--- src/rtl/sdram_arb_pkg.sv ---
// sdram_arb_pkg: shared encodings for the SDRAM command arbiter.
// Holds controller command codes, arbiter FSM states and requester ids.
package sdram_arb_pkg;

    typedef enum logic [1:0] {
        CMD_RD  = 2'b00,
        CMD_WR  = 2'b01,
        CMD_REF = 2'b10
    } cmd_e;

    typedef enum logic {
        IDLE  = 1'b0,
        ISSUE = 1'b1
    } state_e;

    localparam logic PORT_M0 = 1'b0;
    localparam logic PORT_M1 = 1'b1;

endpackage

--- src/rtl/sdram_tag_fifo.sv ---
// sdram_tag_fifo: DEPTH x 1-bit FIFO of requester ids for outstanding reads.
// Ports: push_i/din_i write side, pop_i read side, dout_o head, full_o/empty_o.
module sdram_tag_fifo #(
    parameter int DEPTH = 4
) (
    input  logic clk,
    input  logic rst,
    input  logic push_i,
    input  logic din_i,
    input  logic pop_i,
    output logic dout_o,
    output logic full_o,
    output logic empty_o
);

    localparam int PW = (DEPTH > 1) ? $clog2(DEPTH) : 1;

    logic [DEPTH-1:0] mem_q;
    logic [PW-1:0]    wp_q;
    logic [PW-1:0]    rp_q;
    logic [PW:0]      cnt_q;
    logic             do_push;
    logic             do_pop;

    assign empty_o = (cnt_q == '0);
    assign full_o  = (cnt_q == (PW+1)'(DEPTH));
    assign dout_o  = mem_q[rp_q];

    // A pop in the same cycle frees the slot, so a full FIFO still takes a push.
    assign do_pop  = pop_i && !empty_o;
    assign do_push = push_i && (!full_o || do_pop);

    always_ff @(posedge clk) begin
        if (!rst) begin
            mem_q <= '0;
            wp_q  <= '0;
            rp_q  <= '0;
            cnt_q <= '0;
        end else begin
            if (do_push) begin
                mem_q[wp_q] <= din_i;
                wp_q        <= wp_q + 1'b1;
            end
            if (do_pop) begin
                rp_q <= rp_q + 1'b1;
            end
            unique case ({do_push, do_pop})
                2'b10:   cnt_q <= cnt_q + 1'b1;
                2'b01:   cnt_q <= cnt_q - 1'b1;
                default: cnt_q <= cnt_q;
            endcase
        end
    end

endmodule

--- src/rtl/sdram_arb.sv ---
// sdram_arb: shares one SDRAM controller command port between m0 and m1,
// schedules auto-refresh and routes read data back in issue order.
// Ports: mX_* requester side (req/we/addr/wdata in, gnt/rvalid/rdata out),
// c_* controller side, ref_overrun / rsp_err sticky error flags.
module sdram_arb
    import sdram_arb_pkg::*;
#(
    parameter int AW           = 24,
    parameter int DW           = 16,
    parameter int REF_INTERVAL = 780,
    parameter int REF_MAX_DEBT = 4,
    parameter int RSP_DEPTH    = 4
) (
    input  logic          clk,
    input  logic          rst,
    input  logic          m0_req,
    input  logic          m0_we,
    input  logic [AW-1:0] m0_addr,
    input  logic [DW-1:0] m0_wdata,
    output logic          m0_gnt,
    output logic          m0_rvalid,
    output logic [DW-1:0] m0_rdata,
    input  logic          m1_req,
    input  logic          m1_we,
    input  logic [AW-1:0] m1_addr,
    input  logic [DW-1:0] m1_wdata,
    output logic          m1_gnt,
    output logic          m1_rvalid,
    output logic [DW-1:0] m1_rdata,
    output logic          c_valid,
    input  logic          c_ready,
    output logic [1:0]    c_cmd,
    output logic [AW-1:0] c_addr,
    output logic [DW-1:0] c_wdata,
    input  logic          c_rvalid,
    input  logic [DW-1:0] c_rdata,
    output logic          ref_overrun,
    output logic          rsp_err
);

    localparam int TW  = (REF_INTERVAL > 1) ? $clog2(REF_INTERVAL) : 1;
    localparam int DBW = $clog2(REF_MAX_DEBT + 1);

    state_e          state_q, state_d;
    cmd_e            cmd_q, cmd_d;
    logic [AW-1:0]   addr_q, addr_d;
    logic [DW-1:0]   wdata_q, wdata_d;
    logic            own_q, own_d;
    logic            rr_q, rr_d;
    logic [TW-1:0]   tmr_q;
    logic [DBW-1:0]  debt_q, debt_d;
    logic            ovr_q, ovr_d;
    logic            err_q;
    logic            m0_rv_q, m1_rv_q;
    logic [DW-1:0]   m0_rd_q, m1_rd_q;

    logic            fifo_full, fifo_empty, fifo_head;
    logic            hs, is_ref, wrap, ref_acc, rd_acc;
    logic            elig0, elig1, win1;
    logic            rsp_ok;

    // Reset low kills the in-flight handshake so no grant leaks out.
    assign hs      = (state_q == ISSUE) && c_ready && rst;
    assign is_ref  = (cmd_q == CMD_REF);
    assign ref_acc = hs && is_ref;
    assign rd_acc  = hs && (cmd_q == CMD_RD);
    assign wrap    = (tmr_q == TW'(REF_INTERVAL - 1));

    // Reads need a free tag slot; writes never wait on the FIFO.
    assign elig0 = m0_req && (m0_we || !fifo_full);
    assign elig1 = m1_req && (m1_we || !fifo_full);
    assign win1  = elig1 && (!elig0 || (rr_q == PORT_M1));

    assign rsp_ok = c_rvalid && !fifo_empty;

    always_comb begin
        state_d = state_q;
        cmd_d   = cmd_q;
        addr_d  = addr_q;
        wdata_d = wdata_q;
        own_d   = own_q;
        rr_d    = rr_q;
        unique case (state_q)
            IDLE: begin
                if (debt_q != '0) begin
                    cmd_d   = CMD_REF;
                    addr_d  = '0;
                    wdata_d = '0;
                    own_d   = PORT_M0;
                    state_d = ISSUE;
                end else if (elig0 || elig1) begin
                    own_d   = win1 ? PORT_M1 : PORT_M0;
                    cmd_d   = (win1 ? m1_we : m0_we) ? CMD_WR : CMD_RD;
                    addr_d  = win1 ? m1_addr : m0_addr;
                    wdata_d = win1 ? m1_wdata : m0_wdata;
                    state_d = ISSUE;
                end
            end
            ISSUE: begin
                if (hs) begin
                    state_d = IDLE;
                    // Last granted requester drops to lowest priority.
                    if (!is_ref) begin
                        rr_d = ~own_q;
                    end
                end
            end
        endcase
    end

    always_comb begin
        debt_d = debt_q;
        ovr_d  = ovr_q;
        unique case ({wrap, ref_acc})
            2'b10: begin
                if (debt_q == DBW'(REF_MAX_DEBT)) begin
                    ovr_d = 1'b1;
                end else begin
                    debt_d = debt_q + 1'b1;
                end
            end
            2'b01:   debt_d = debt_q - 1'b1;
            default: debt_d = debt_q;
        endcase
    end

    always_ff @(posedge clk) begin
        if (!rst) begin
            state_q <= IDLE;
            cmd_q   <= CMD_RD;
            addr_q  <= '0;
            wdata_q <= '0;
            own_q   <= PORT_M0;
            rr_q    <= PORT_M0;
            tmr_q   <= '0;
            debt_q  <= '0;
            ovr_q   <= 1'b0;
            err_q   <= 1'b0;
            m0_rv_q <= 1'b0;
            m1_rv_q <= 1'b0;
            m0_rd_q <= '0;
            m1_rd_q <= '0;
        end else begin
            state_q <= state_d;
            cmd_q   <= cmd_d;
            addr_q  <= addr_d;
            wdata_q <= wdata_d;
            own_q   <= own_d;
            rr_q    <= rr_d;
            tmr_q   <= wrap ? '0 : tmr_q + 1'b1;
            debt_q  <= debt_d;
            ovr_q   <= ovr_d;
            err_q   <= err_q | (c_rvalid && fifo_empty);
            m0_rv_q <= rsp_ok && (fifo_head == PORT_M0);
            m1_rv_q <= rsp_ok && (fifo_head == PORT_M1);
            if (rsp_ok && (fifo_head == PORT_M0)) begin
                m0_rd_q <= c_rdata;
            end
            if (rsp_ok && (fifo_head == PORT_M1)) begin
                m1_rd_q <= c_rdata;
            end
        end
    end

    sdram_tag_fifo #(
        .DEPTH (RSP_DEPTH)
    ) u_tag_fifo (
        .clk     (clk),
        .rst     (rst),
        .push_i  (rd_acc),
        .din_i   (own_q),
        .pop_i   (c_rvalid),
        .dout_o  (fifo_head),
        .full_o  (fifo_full),
        .empty_o (fifo_empty)
    );

    assign c_valid     = (state_q == ISSUE) && rst;
    assign c_cmd       = cmd_q;
    assign c_addr      = addr_q;
    assign c_wdata     = wdata_q;
    assign m0_gnt      = hs && !is_ref && (own_q == PORT_M0);
    assign m1_gnt      = hs && !is_ref && (own_q == PORT_M1);
    assign m0_rvalid   = m0_rv_q;
    assign m1_rvalid   = m1_rv_q;
    assign m0_rdata    = m0_rd_q;
    assign m1_rdata    = m1_rd_q;
    assign ref_overrun = ovr_q;
    assign rsp_err     = err_q;

endmodule

--- config.mk ---
export PLATFORM = sky130hd
export DESIGN_NAME = sdram_arb
export DESIGN_NICKNAME = d
export VERILOG_FILES = /design/src/rtl/sdram_arb_pkg.sv /design/src/rtl/sdram_tag_fifo.sv /design/src/rtl/sdram_arb.sv
export SDC_FILE = /design/constraint.sdc
export NUM_CORES = 1
export LEC_CHECK = 0
export ABC_AREA = 1
export CORE_ASPECT_RATIO = 1.2
export CORE_MARGIN = 1.5
export CORE_UTILIZATION = 30
export CTS_CLUSTER_SIZE = 30
export DETAILED_ROUTE_END_ITERATION = 8
export PLACE_DENSITY = 0.64
export SYNTH_ARGS = -nofsm -noshare
export SYNTH_HDL_FRONTEND = slang
export SYNTH_HIERARCHICAL = 1
export SYNTH_SLANG_ARGS = --single-unit
--- constraint.sdc ---
create_clock -name clk -period 4.1 [get_ports clk]
set_clock_uncertainty 0.05 [all_clocks]
set_input_delay 1.025 -clock clk [delete_from_list [all_inputs] [get_ports clk]]
set_output_delay 1.025 -clock clk [all_outputs]
set_load 0.1 [all_outputs]
==> impl_metrics.csv <==
group,metric,value,unit
timing,tightest_slew,1020,ps
floorplanning,design.core.area,15500,µm²
cells_and_area,regArea,2100,µm²
cells_and_area,layout_commonest_cell,"nand2_1",
cells_and_area,multi_input_area,2140,µm²
timing,timing.hold.ws,394,ps
cells_and_area,drive_above_1_share,5.15,%
timing,finalCritPeriodShare,85.2,%
job,drv_cap,0,
synth,ys_seq_elements,105,
grt,grt_overflow,0,
hold_path,holdCritPathClass,"flip-flop to flip-flop",
place,dpl.hpwl,9150,µm
detailed_routing,wirelength,13100,µm
critical_path,cpLargestDelayFamily,"buffers and inverters",
cts,cts_tree,"yes",
grt,antenna_found_initial,0,
floorplanning,start_util,30.6,%
critical_path,path_cells,"clkdlybuf4s50_1, inv_1, nor2_1, inv_1, nor2_1, inv_1, nor2_1, buf_12",
power_and_ir_drop,ir_worst_vdd,0.000391,V
cts,cts_hold_buf,0,
critical_path,cp_slowest_cell,"clkdlybuf4s50_1",
critical_path,cp-start-kind,"input port",
cells_and_area,final_cell_mix,"nand2_1 (241), clkdlybuf4s50_1 (180), dfxtp_1 (105)",
timing,rsz0062_at_grt,"false",
synth,seq_area_frac_synth,44.2,%
power_and_ir_drop,powerDensity,538,nW/µm²
cts,clkTransAtPathRegs,80,ps
grt,grt_max_degree,50,
cells_and_area,antennaDiodeCount,0,
floorplanning,fp.dieArea,16600,µm²
status,run_status,"complete, no violations",
synth,syn_inst,681,
synth,synth.cell_area,4750,µm²
hold_path,worstHoldPathCells,2,
timing,tns,0,ps
cells_and_area,syn2layout_area_growth,47.5,%
timing,drv_slew,0,
synth,syn-num-nets,793,
cts,cts_sinks,105,
timing,fin_crit,3490,ps
detailed_routing,drt-wirelength-per-cell,12.3,µm
cts,cts_buffer_depth,2,
timing,fmax,0.286,GHz
critical_path,path_class,"input port to output port",
cts,clkLatencyLatePin,350,ps
cells_and_area,fin_nets,961,
grt,globalRouteTotalUtil,16.1,%
cts,ctsResizeCount,0,
place,gp_congestion,0.760,
synth,yosys_warnings,6,
critical_path,critPathBufInv,5,
critical_path,crit_arrival,2420,ps
critical_path,cp_slowest_stage_delay,490,ps
power_and_ir_drop,p_leak,0.00285,µW
timing,finalSetupViolations,0,
cts,cts_buffers,9,
detailed_routing,firstDrtPassIters,4,
cts,htreeDepth,3,
cts,cts-root-buf,"clkbuf_16",
critical_path,crit_cells,8,
detailed_routing,drt_iter0_markers,240,
cts,post_cts_buffers,0,
place,place.port_buffers,184,
critical_path,cp.required,3020,ps
critical_path,crit_path_end_kind,"output port",
detailed_routing,postRouteAntennaNets,0,
timing,slew_headroom,31.6,%
critical_path,critPathMaxFanout,3,
synth,ys_types,37,
grt,grt_pass1_vias,4512,
detailed_routing,remaining_drc_errors,0,
floorplanning,rows,50,
detailed_routing,via_per_inst,4.43,
critical_path,r2r_cells,10,
timing,final_hold_viol_count,0,
synth,syn-mean-instance-area,6.98,µm²
detailed_routing,routed-via-count,4703,
floorplanning,die_h,141,µm
floorplanning,chipWidth,118,µm
floorplanning,ioPinCount,185,
grt,grt_pass1_wl,21800,µm
cells_and_area,n_fill_cell,1611,
-- logic make-up after synthesis --
family / after synthesis / synth area share (%)
AOI/OAI and AO/OA: 130 / 14.1
buffers and inverters: 114 / 10.7
xor gates and xnor gates: 2 / 0.369
DFF: 105 / 44.2
and+or+nand+nor: 322 / 28.2
adders and majority gates: 8 / 2.42
-- layout make-up --
| cell class | instances | share of cell area (%) |
|---|---|---|
| Clock buffer | 9 | 3.21 |
| Inverter | 81 | 4.34 |
| Tap cell | 208 | 3.71 |
| Clock inverter | 7 | 0.875 |
| Multi-Input combinational cell | 462 | 30.6 |
| Timing Repair Buffer | 190 | 27.3 |
| Sequential cell | 105 | 30.0 |
-- worst paths after layout --
kind / from / end / slack (ps)
max: c_ready / m1_gnt / 610
min: m1_rdata[6] / m1_rdata[6] / 390
max reg2reg: u_tag_fifo/cnt_q[2] / c_wdata[12] / 2010
min reg2reg: m1_rdata[6] / m1_rdata[6] / 390
-- layer usage --
layer,global-route usage [%],vias to the layer above,wire length (µm)
li1,-,2471,-
met1,19.3,2068,5920
met2,27.3,145,6070
met3,4.49,19,837
met4,6.23,0,274
met5,0,-,0
-- Yosys cell counts, drive strengths merged --
master | count | area [µm²]
a31oi | 1 | 6.26
o21ai | 40 | 204
nand3 | 19 | 118
nor3 | 6 | 35.0
nand4 | 7 | 43.8
o22ai | 1 | 6.26
or2 | 2 | 12.5
a21boi | 1 | 7.51
fa | 2 | 40.0
a21oi | 84 | 420
xor2 | 1 | 8.76
nor2 | 38 | 153
a211oi | 2 | 20.0
clkbuf | 15 | 66.3
nand3b | 2 | 15.0
inv | 81 | 304
ha | 6 | 75.1
buf | 18 | 136
o21a | 1 | 7.51
nor3b | 2 | 15.0
xnor2 | 1 | 8.76
dfxtp | 105 | 2100
nand2 | 246 | 946
-- worst min-delay path, delay by kind of cell (launching register included) --
kind | cells | cell delay, ps
flops | 1 | 310
compound gates | 1 | 50
buf+inv | 1 | 40
-- registers in the layout, summed over array words and instances (netlist names) --
name              cells
ref_overrun           1
m1_rdata             16
m0_rdata             16
u_tag_fifo/mem_q      4
debt_q                3
u_tag_fifo/wp_q       2
m0_rvalid             1
m1_rvalid             1
u_tag_fifo/cnt_q      3
u_tag_fifo/rp_q       2
rr_q                  1
state_q               1
c_wdata              16
own_q                 1
c_cmd                 2
c_addr               24
tmr_q                10
rsp_err               1
-- through the flow --
| stage | instances | setup slack, ps | power (µW) | cell area [µm²] | util, % |
|---|---|---|---|---|---|
| after floorplan | 681 | 352 | 2530 | 4750 | - |
| after global placement | 1046 | 596 | 2940 | 6720 | 43.3 |
| after detailed placement | 1046 | 604 | 2960 | 6720 | 43.3 |
| after CTS | 1062 | 604 | 3820 | 7010 | 45.2 |
| after global routing | 1062 | 504 | 3970 | 7010 | 45.2 |
| final | 1062 | 606 | 3770 | 7010 | 45.2 |
-- power by group --
part	switching [µW]	total, µW	internal (µW)	leakage [µW]
combinational	1250	1680	429	0.00185
clock	424	850	426	0.000140
sequential	80.1	1240	1160	0.000857
(Power assumes the default switching activity.)
